--- src/rtl/mux_pkg.sv ---
// -----------------------------------------------------------------------------
// mux_pkg
//   Shared helpers for the pipelined mux tree.
//   - sel_width()          : number of select bits needed for an N:1 tree
//   - is_pow2()            : power-of-two test used by the elaboration checks
//   - default_stage_mask() : stock register placements for the two known users
// -----------------------------------------------------------------------------
package mux_pkg;

    typedef enum logic [0:0] {
        USE_ALU = 1'b0,   // ALU result select: register the final level
        USE_FWD = 1'b1    // forwarding select: fully combinational
    } mux_use_e;

    localparam logic [2:0] ALU_STAGE_MASK = 3'b100;
    localparam logic [1:0] FWD_STAGE_MASK = 2'b00;

    function automatic int unsigned sel_width(input int unsigned n);
        for (int unsigned w = 0; w < 32; w++) begin
            if ((64'd1 << w) >= 64'(n)) return w;
        end
        return 32;
    endfunction

    function automatic bit is_pow2(input int unsigned n);
        return (n != 0) && ((n & (n - 1)) == 0);
    endfunction

    function automatic int unsigned default_stage_mask(input mux_use_e use_case);
        return (use_case == USE_FWD) ? 32'(FWD_STAGE_MASK) : 32'(ALU_STAGE_MASK);
    endfunction

endpackage

--- src/rtl/mux_level.sv ---
// -----------------------------------------------------------------------------
// mux_level
//   One level of the select tree: IN_CNT/2 pairwise 2:1 muxes steered by
//   sel[0]. The select bits not consumed here (sel[SEL_REM-1:1]) and the valid
//   bit travel with the data. With REG=1 data, select and valid are registered.
//
//   Ports
//     clk, reset      rising-edge clock, synchronous active-low reset
//     en              advance enable (0 holds all registers)
//     flush           clears the valid register; data still follows en
//     in_valid, inp   request entering this level (IN_CNT entries of WIDTH)
//     sel             remaining select; bit 0 belongs to this level
//     out_valid, out  request leaving this level (IN_CNT/2 entries)
//     sel_out         select bits for the following levels (0 on the last)
// -----------------------------------------------------------------------------
module mux_level
    import mux_pkg::*;
#(
    parameter  int unsigned WIDTH   = 64,
    parameter  int unsigned IN_CNT  = 8,
    parameter  int unsigned REG     = 0,
    parameter  int unsigned SEL_REM = 3,
    localparam int unsigned OUT_CNT = IN_CNT / 2,
    localparam int unsigned SO_W    = (SEL_REM > 1) ? SEL_REM - 1 : 1
) (
    input  logic                      clk,
    input  logic                      reset,
    input  logic                      en,
    input  logic                      flush,
    input  logic                      in_valid,
    input  logic [IN_CNT*WIDTH-1:0]   inp,
    input  logic [SEL_REM-1:0]        sel,
    output logic                      out_valid,
    output logic [OUT_CNT*WIDTH-1:0]  out,
    output logic [SO_W-1:0]           sel_out
);

    logic [OUT_CNT*WIDTH-1:0] mux_d;
    logic [SO_W-1:0]          sel_rest;

    // NOTE: assigning a default before the loop guarantees every bit is
    // written on every pass, so no latch can be inferred.
    always_comb begin
        mux_d = '0;
        for (int unsigned i = 0; i < OUT_CNT; i++) begin
            mux_d[i*WIDTH +: WIDTH] = sel[0] ? inp[(2*i+1)*WIDTH +: WIDTH]
                                             : inp[(2*i)*WIDTH +: WIDTH];
        end
    end

    if (SEL_REM > 1) begin : g_rest
        assign sel_rest = sel[SEL_REM-1:1];
    end else begin : g_last
        assign sel_rest = '0;
    end

    if (REG != 0) begin : g_reg
        // NOTE: sequential state uses non-blocking assignments so every
        // register samples pre-edge values regardless of statement order.
        always_ff @(posedge clk) begin
            // NOTE: data and select registers are reset along with valid so
            // out reads 0 after reset rather than stale in-flight data.
            if (!reset) begin
                out       <= '0;
                sel_out   <= '0;
                out_valid <= 1'b0;
            end else begin
                if (en) begin
                    out     <= mux_d;
                    sel_out <= sel_rest;
                end
                // Flush outranks en for valid only; data keeps following en.
                if (flush) begin
                    out_valid <= 1'b0;
                end else if (en) begin
                    out_valid <= in_valid;
                end
            end
        end
    end else begin : g_comb
        logic ctl_unused;
        assign ctl_unused = ^{clk, reset, en, flush};
        assign out        = mux_d;
        assign sel_out    = sel_rest;
        assign out_valid  = in_valid;
    end

endmodule

--- src/rtl/mux_tree_pipe.sv ---
// -----------------------------------------------------------------------------
// mux_tree_pipe
//   N:1 selector of WIDTH-bit inputs built as log2(N) chained mux_level
//   instances. STAGE_MASK bit k registers the output of level k (level 0 is
//   nearest the inputs); latency is popcount(STAGE_MASK) enabled cycles.
//
//   Ports
//     clk, reset       rising-edge clock, synchronous active-low reset
//     en               advance enable; 0 stalls every pipeline register
//     flush            drops all in-flight valid bits (and this cycle's request)
//     in_valid         inp/sel carry a request this cycle
//     inp              flattened inputs, input i = inp[i*WIDTH +: WIDTH]
//     sel              index of the input to pass
//     out_valid, out   selected data and its valid bit
// -----------------------------------------------------------------------------
module mux_tree_pipe
    import mux_pkg::*;
#(
    parameter  int unsigned WIDTH      = 64,
    parameter  int unsigned N          = 8,
    parameter  int unsigned STAGE_MASK = default_stage_mask(USE_ALU),
    localparam int unsigned SEL_W      = sel_width(N)
) (
    input  logic                 clk,
    input  logic                 reset,
    input  logic                 en,
    input  logic                 flush,
    input  logic                 in_valid,
    input  logic [N*WIDTH-1:0]   inp,
    input  logic [SEL_W-1:0]     sel,
    output logic                 out_valid,
    output logic [WIDTH-1:0]     out
);

    if (!is_pow2(N) || N < 2) begin : g_chk_n
        $fatal(1, "mux_tree_pipe: N must be a power of two and at least 2");
    end
    if ((STAGE_MASK >> SEL_W) != 0) begin : g_chk_mask
        $fatal(1, "mux_tree_pipe: STAGE_MASK is wider than log2(N)");
    end

    // All tree nodes live in one flat bus: the N inputs first, then the N/2
    // outputs of level 0, then N/4 of level 1, ... ending with the single root.
    // The select bus is laid out the same way, shrinking by one bit per level.
    localparam int unsigned SBUS_W = SEL_W * (SEL_W + 1) / 2 + 1;

    logic [(2*N-1)*WIDTH-1:0] tree;
    logic [SBUS_W-1:0]        sbus;
    logic [SEL_W:0]           vld;
    logic                     sel_tail_unused;

    assign tree[N*WIDTH-1:0] = inp;
    assign sbus[SEL_W-1:0]   = sel;
    assign vld[0]            = in_valid;

    for (genvar k = 0; k < SEL_W; k++) begin : g_lvl
        localparam int unsigned IN_CNT  = N >> k;
        localparam int unsigned SEL_REM = SEL_W - k;
        localparam int unsigned DI      = 2 * N - 2 * IN_CNT;   // first input node
        localparam int unsigned DO      = DI + IN_CNT;          // first output node
        localparam int unsigned SI      = k * SEL_W - (k * (k - 1)) / 2;
        localparam int unsigned SO      = SI + SEL_REM;
        localparam int unsigned SO_W    = (SEL_REM > 1) ? SEL_REM - 1 : 1;

        mux_level #(
            .WIDTH   (WIDTH),
            .IN_CNT  (IN_CNT),
            .REG     ((STAGE_MASK >> k) & 1),
            .SEL_REM (SEL_REM)
        ) u_level (
            .clk       (clk),
            .reset     (reset),
            .en        (en),
            .flush     (flush),
            .in_valid  (vld[k]),
            .inp       (tree[DI*WIDTH +: IN_CNT*WIDTH]),
            .sel       (sbus[SI +: SEL_REM]),
            .out_valid (vld[k+1]),
            .out       (tree[DO*WIDTH +: (IN_CNT/2)*WIDTH]),
            .sel_out   (sbus[SO +: SO_W])
        );
    end

    // The last level has no select left to forward; its spare constant bit ends here.
    assign sel_tail_unused = sbus[SBUS_W-1];

    assign out       = tree[(2*N-2)*WIDTH +: WIDTH];
    assign out_valid = vld[SEL_W];

endmodule

--- config.mk ---
export PLATFORM = sky130hd
export DESIGN_NAME = mux_tree_pipe
export DESIGN_NICKNAME = d
export VERILOG_FILES = /design/src/rtl/mux_pkg.sv /design/src/rtl/mux_level.sv /design/src/rtl/mux_tree_pipe.sv
export SDC_FILE = /design/constraint.sdc
export NUM_CORES = 1
export LEC_CHECK = 0
export ABC_AREA = 1
export CORE_AREA = 2 2 228 230
export DETAILED_ROUTE_END_ITERATION = 10
export DIE_AREA = 0 0 230 232
export GPL_ROUTABILITY_DRIVEN = 0
export RECOVER_POWER = 100
export SLEW_MARGIN = 20
export SYNTH_ARGS = -nofsm -noshare
export SYNTH_HDL_FRONTEND = slang
export SYNTH_SLANG_ARGS = --single-unit
--- constraint.sdc ---
create_clock -name clk -period 1.7 [get_ports clk]
set_input_delay 0.425 -clock clk [delete_from_list [all_inputs] [get_ports clk]]
set_output_delay 0.425 -clock clk [all_outputs]
set_load 0.02 [all_outputs]
**Word level (Yosys, flattened, before mapping)**

Cells that the tools add are included.
Widths: inputs -> output; s select.

- Add/sub/neg operators: 0
- Multiply operators: 0
- Divide/modulo/power cells: 0
- $lt $le $gt $ge: 0
- Eq/ne operators: 0
- Shift-type cells: 0
- Multiplexer cells: 7
- Bitwise gates (word level): 1
- Reduce and logical (&&, ||, !) cells: 1

Operators by type and width:

| operator | number |
|---|---|
| $mux 64 | 7 |
| $reduce_or 2->1 | 1 |
| $not 1->1 | 1 |

- Flip-flop bits (word level): 65
- Bits in latches: 0
- RAM bits: 0
- ROM bits: 0
- Logic and storage cells: 11
- Memories: 0

**Logic depth before layout (Yosys ltp)**

Gate-level depths: netlist of the first run.

- Depth after elaboration: 3
- Depth in mapped cells: 9
- Gate-level depth less buffers: 6

**Modules after synthesis**

From an unflattened synthesis of the first run, not the netlist that was laid out.

- Cells, all modules: 1800
- Area, all modules: 8383.0 sq um

Modules (own cells, without submodules):

| module | times used | cells an instance | area an instance (sq um) |
|---|---|---|---|
| mux_level (g_lvl[0].u_level) | 1 | 829 | 3333.2 |
| mux_level (g_lvl[2].u_level) | 1 | 556 | 3278.1 |
| mux_level (g_lvl[1].u_level) | 1 | 415 | 1771.7 |

**Worst setup path before layout of the first run**

OpenSTA, ideal clock, no wires.

- Path kind: input -> register
- From: input port sel[0]
- To: register g_lvl[2].u_level.out[0]
- Library setup time: 0.128 ns
- Arrival: 1.216 ns
- Path slack: 0.355 ns
- Stages on the path: 8
- Cell sequence: buf_4 inv_2 clkbuf_1 nand2_1 nand3_1 nand3_1 nand2_1 a21oi_1

- Word-level cells in the longest chain between the ends: 3
- Elaborated cells on any way between the ends: 7
- Classes of those cells: 7 x mux

RTL lines:

| what | line | source |
|---|---|---|
| from (decl) | mux_tree_pipe.sv:30 | `input logic [SEL_W-1:0] sel,` |
| $mux 64 (2 in a row) | mux_level.sv:46 | `mux_d[i*WIDTH +: WIDTH] = sel[0] ? inp[(2*i+1)*WIDTH +: WIDTH]` |
| $mux 64 (*) | mux_level.sv:46 |  |
| to (signal assigned) | mux_level.sv:69 | `out <= mux_d;` |
| to (decl) | mux_level.sv:34 | `output logic [OUT_CNT*WIDTH-1:0] out,` |

Every way passes the cells marked *; elsewhere a longest branch is shown, timed or not.
A chain may end at the register's enable or synchronous reset.

**Final worst setup path of the first run**

- From: input port sel[0]
- To: register g_lvl[2].u_level.out[23]

Same word-level chain as after synthesis.

==> results of run 1 <==
[path summary, 6_finish.rpt]
| kind | from | to | slack [ps] |
|---|---|---|---|
| max | sel[0] | g_lvl[2].u_level.out[23]$_SDFFE_PN0P_ | 60 |
| min | en | g_lvl[2].u_level.out[19]$_SDFFE_PN0P_ | 480 |
| max reg2reg | g_lvl[2].u_level.out[8]$_SDFFE_PN0P_ | g_lvl[2].u_level.out[8]$_SDFFE_PN0P_ | 980 |
| min reg2reg | g_lvl[2].u_level.out[22]$_SDFFE_PN0P_ | g_lvl[2].u_level.out[22]$_SDFFE_PN0P_ | 510 |
[state kept, by name, summed over array words and instances, names as in the netlist]
name	flops
g_lvl.u_level.out	64
g_lvl.u_level.out_valid	1
[Yosys cell counts (all sizes together)]
library cell	number	area, µm²
o21ai	64	320
clkbuf	30	113
mux2i	1	10.0
nand3	384	1920
buf	89	568
nor3b	1	7.51
dfxtp	65	1300
a21oi	64	320
inv	515	1930
nand2	576	2160
[layout by cell type, fill, tap and decap left out, drive strengths merged]
master         netlist  routed
diode                0       1
a21oi               64      64
inv                515     514
nand3              384     384
nand2              576     576
clkbuf              30      24
dfxtp               65      65
nor3b                1       1
clkinv               0       3
clkdlybuf4s50        0     514
o21ai               64      64
buf                 89      77
dlygate4sd2          0      65
mux2i                1       1
[layout make-up]
cell class,count,share of cell area
Timing Repair Buffer,666,0.420
Inverter,515,0.124
Multi-Input combinational cell,1090,0.301
Clock inverter,2,0.000636
Tap cell,680,0.0541
Sequential cell,65,0.0827
Clock buffer,14,0.0180
Antenna cell,1,0.000159
[kinds of logic after synthesis]
| family | Yosys count |
|---|---|
| muxes | 1 |
| buffers and inverters | 634 |
| AOI/OAI and AO/OA | 128 |
| and+or+nand+nor | 961 |
| DFF | 65 |
[critical path: cells and delay by family]
| family | cells | cell delay, ps |
|---|---|---|
| simple gates | 4 | 430 |
| buf+inv | 4 | 930 |
| compound gates | 1 | 60 |
[per-layer routing]
metal / part of all wire / track usage / up-vias
met5: 0.00027 / 0 / -
met4: 0.033 / 0.0716 / 2
met3: 0.082 / 0.0392 / 81
met2: 0.46 / 0.263 / 548
met1: 0.43 / 0.196 / 5288
li1: - / - / 6387
[metrics by stage]
| step | hold WS [ps] | power [mW] | utilization |
|---|---|---|---|
| 4_1_cts | 351 | 7.21 | 0.310 |
| 6_report | 484 | 7.05 | 0.309 |
| 3_3_place_gp | 493 | 5.22 | 0.306 |
| 3_5_place_dp | 499 | 5.22 | 0.306 |
| 5_1_grt | 472 | 7.56 | 0.309 |
| 2_1_floorplan | 501 | 3.22 | - |
[where the power goes]
part	total, mW	switching, mW	internal [mW]
combinational	3.37	1.55	1.82
sequential	1.71	0.0625	1.65
clock	1.97	0.823	1.14
total	7.05	2.44	4.61
==> impl_metrics.json, run 1 <==
{
  "run_status": "finished, final reports clean",
  "fin_crit_sh": 0.965,
  "cts_resized": 65,
  "cts_tree": "built",
  "avgSynthCellArea_um2": 4.84,
  "slowest_stage": "clkbuf_4",
  "clk_pin_slew_worst_paths_ps": 60,
  "hpwl_um": 34700,
  "grt_pass1_vias": 12000,
  "synth_nets": 2309,
  "fp.dieH_um": 232,
  "synth_compound_area_frac": 0.0740,
  "drt-total-wl_um": 43800,
  "vias": 12300,
  "fillers": 5708,
  "grt_pass1_wl_um": 66400,
  "final_cells": 3033,
  "wl_per_cell_um": 14.4,
  "firstDrtPassIters": 5,
  "multi_input_area_um2": 4740,
  "end_kind": "flip-flop",
  "hold_viol": 0,
  "max_stage_delay_ps": 420,
  "synth_area_um2": 8660,
  "final_nets": 2867,
  "synth_fa_ha_area_frac": 0,
  "max_freq_mhz": 610,
  "cts.sinks": 65,
  "postSynthCellCount": 1789,
  "crit_type": "in2reg",
  "grt_max_degree": 59,
  "path_cells": "clkbuf_8 -> inv_8 -> clkbuf_4 -> clkbuf_2 -> nand2_1 -> nand3_1 -> nand3_1 -> nand2_1 -> a21oi_1",
  "muxShareOfSynthArea": 0.00116,
  "ir_worst_vdd_mv": 0.335,
  "dpl_cell_area_um2": 15600,
  "drt_iter0_drc": 602,
  "setup_viol": 0,
  "whs_path_depth": 2,
  "layout_min_cycle_time_ps": 1640,
  "syn2layout_area_growth_pct": 81.8,
  "clk_latency_ps": 370,
  "power-per-cell-area_nw_per_um2": 448,
  "port_buffers": 584,
  "synth_cell_types": 15,
  "synth_seq_cells": 65,
  "postCtsSetupRepairBufs": 0,
  "htreeDepth": 3,
  "antenna_found_initial": 2,
  "ys_warn_count": 0,
  "cap_violations": 0,
  "grt_setup_unrepaired": "false",
  "critPathMaxFanout": 29,
  "setup_ws_ps": 59.5,
  "r2r_cells": 2,
  "start_kind": "input port",
  "timing.slew.headroom": 0.537,
  "design_area_um2": 15700,
  "synth-simple-area-share": 0.473,
  "seq_area_frac_synth": 0.150,
  "clk_path_buf_depth": 2,
  "hp-class": "in2reg",
  "die_w_um": 230,
  "tightest_slew_ps": 695,
  "critPathArrivalTime_ps": 1880,
  "drive_gt1_frac": 0.0438,
  "drv_slew": 0,
  "place_inst": 3016,
  "synth_top_family_by_area": "simple AND/OR/NAND/NOR gates",
  "required_ps": 1940,
  "p_leak_nw": 8.76,
  "clock_tree.root_cell": "clkbuf_16",
  "core_um2": 50900,
  "track_usage": 0.160,
  "cts_made_buffers": 9,
  "drc_errors": 0,
  "synth_xor_area_frac": 0,
  "overflow": 0,
  "ioPinCount": 585,
  "regArea_um2": 1300,
  "viasPerCell": 4.06,
  "dp_slack_ps": 10.9,
  "fin_skew_ps": 0,
  "tns_ps": 0,
  "num_rows": 83,
  "start_util": 0.170,
  "ant_nets": 0,
  "dieArea_um2": 53400,
  "holdBufCountCts": 0
}
No activity file was read; power rests on OpenSTA's default activity.
==> run 2, diff against run 1 <==
--- a/config.mk
+++ b/config.mk
@@ -11,7 +11,6 @@
 export DIE_AREA = 0 0 230 232
 export GPL_ROUTABILITY_DRIVEN = 0
 export RECOVER_POWER = 100
-export SLEW_MARGIN = 20
 export SYNTH_ARGS = -nofsm -noshare
 export SYNTH_HDL_FRONTEND = slang
 export SYNTH_SLANG_ARGS = --single-unit
==> results of run 2 <==
Final layout, timing and power as in run 1 (identical DEF).
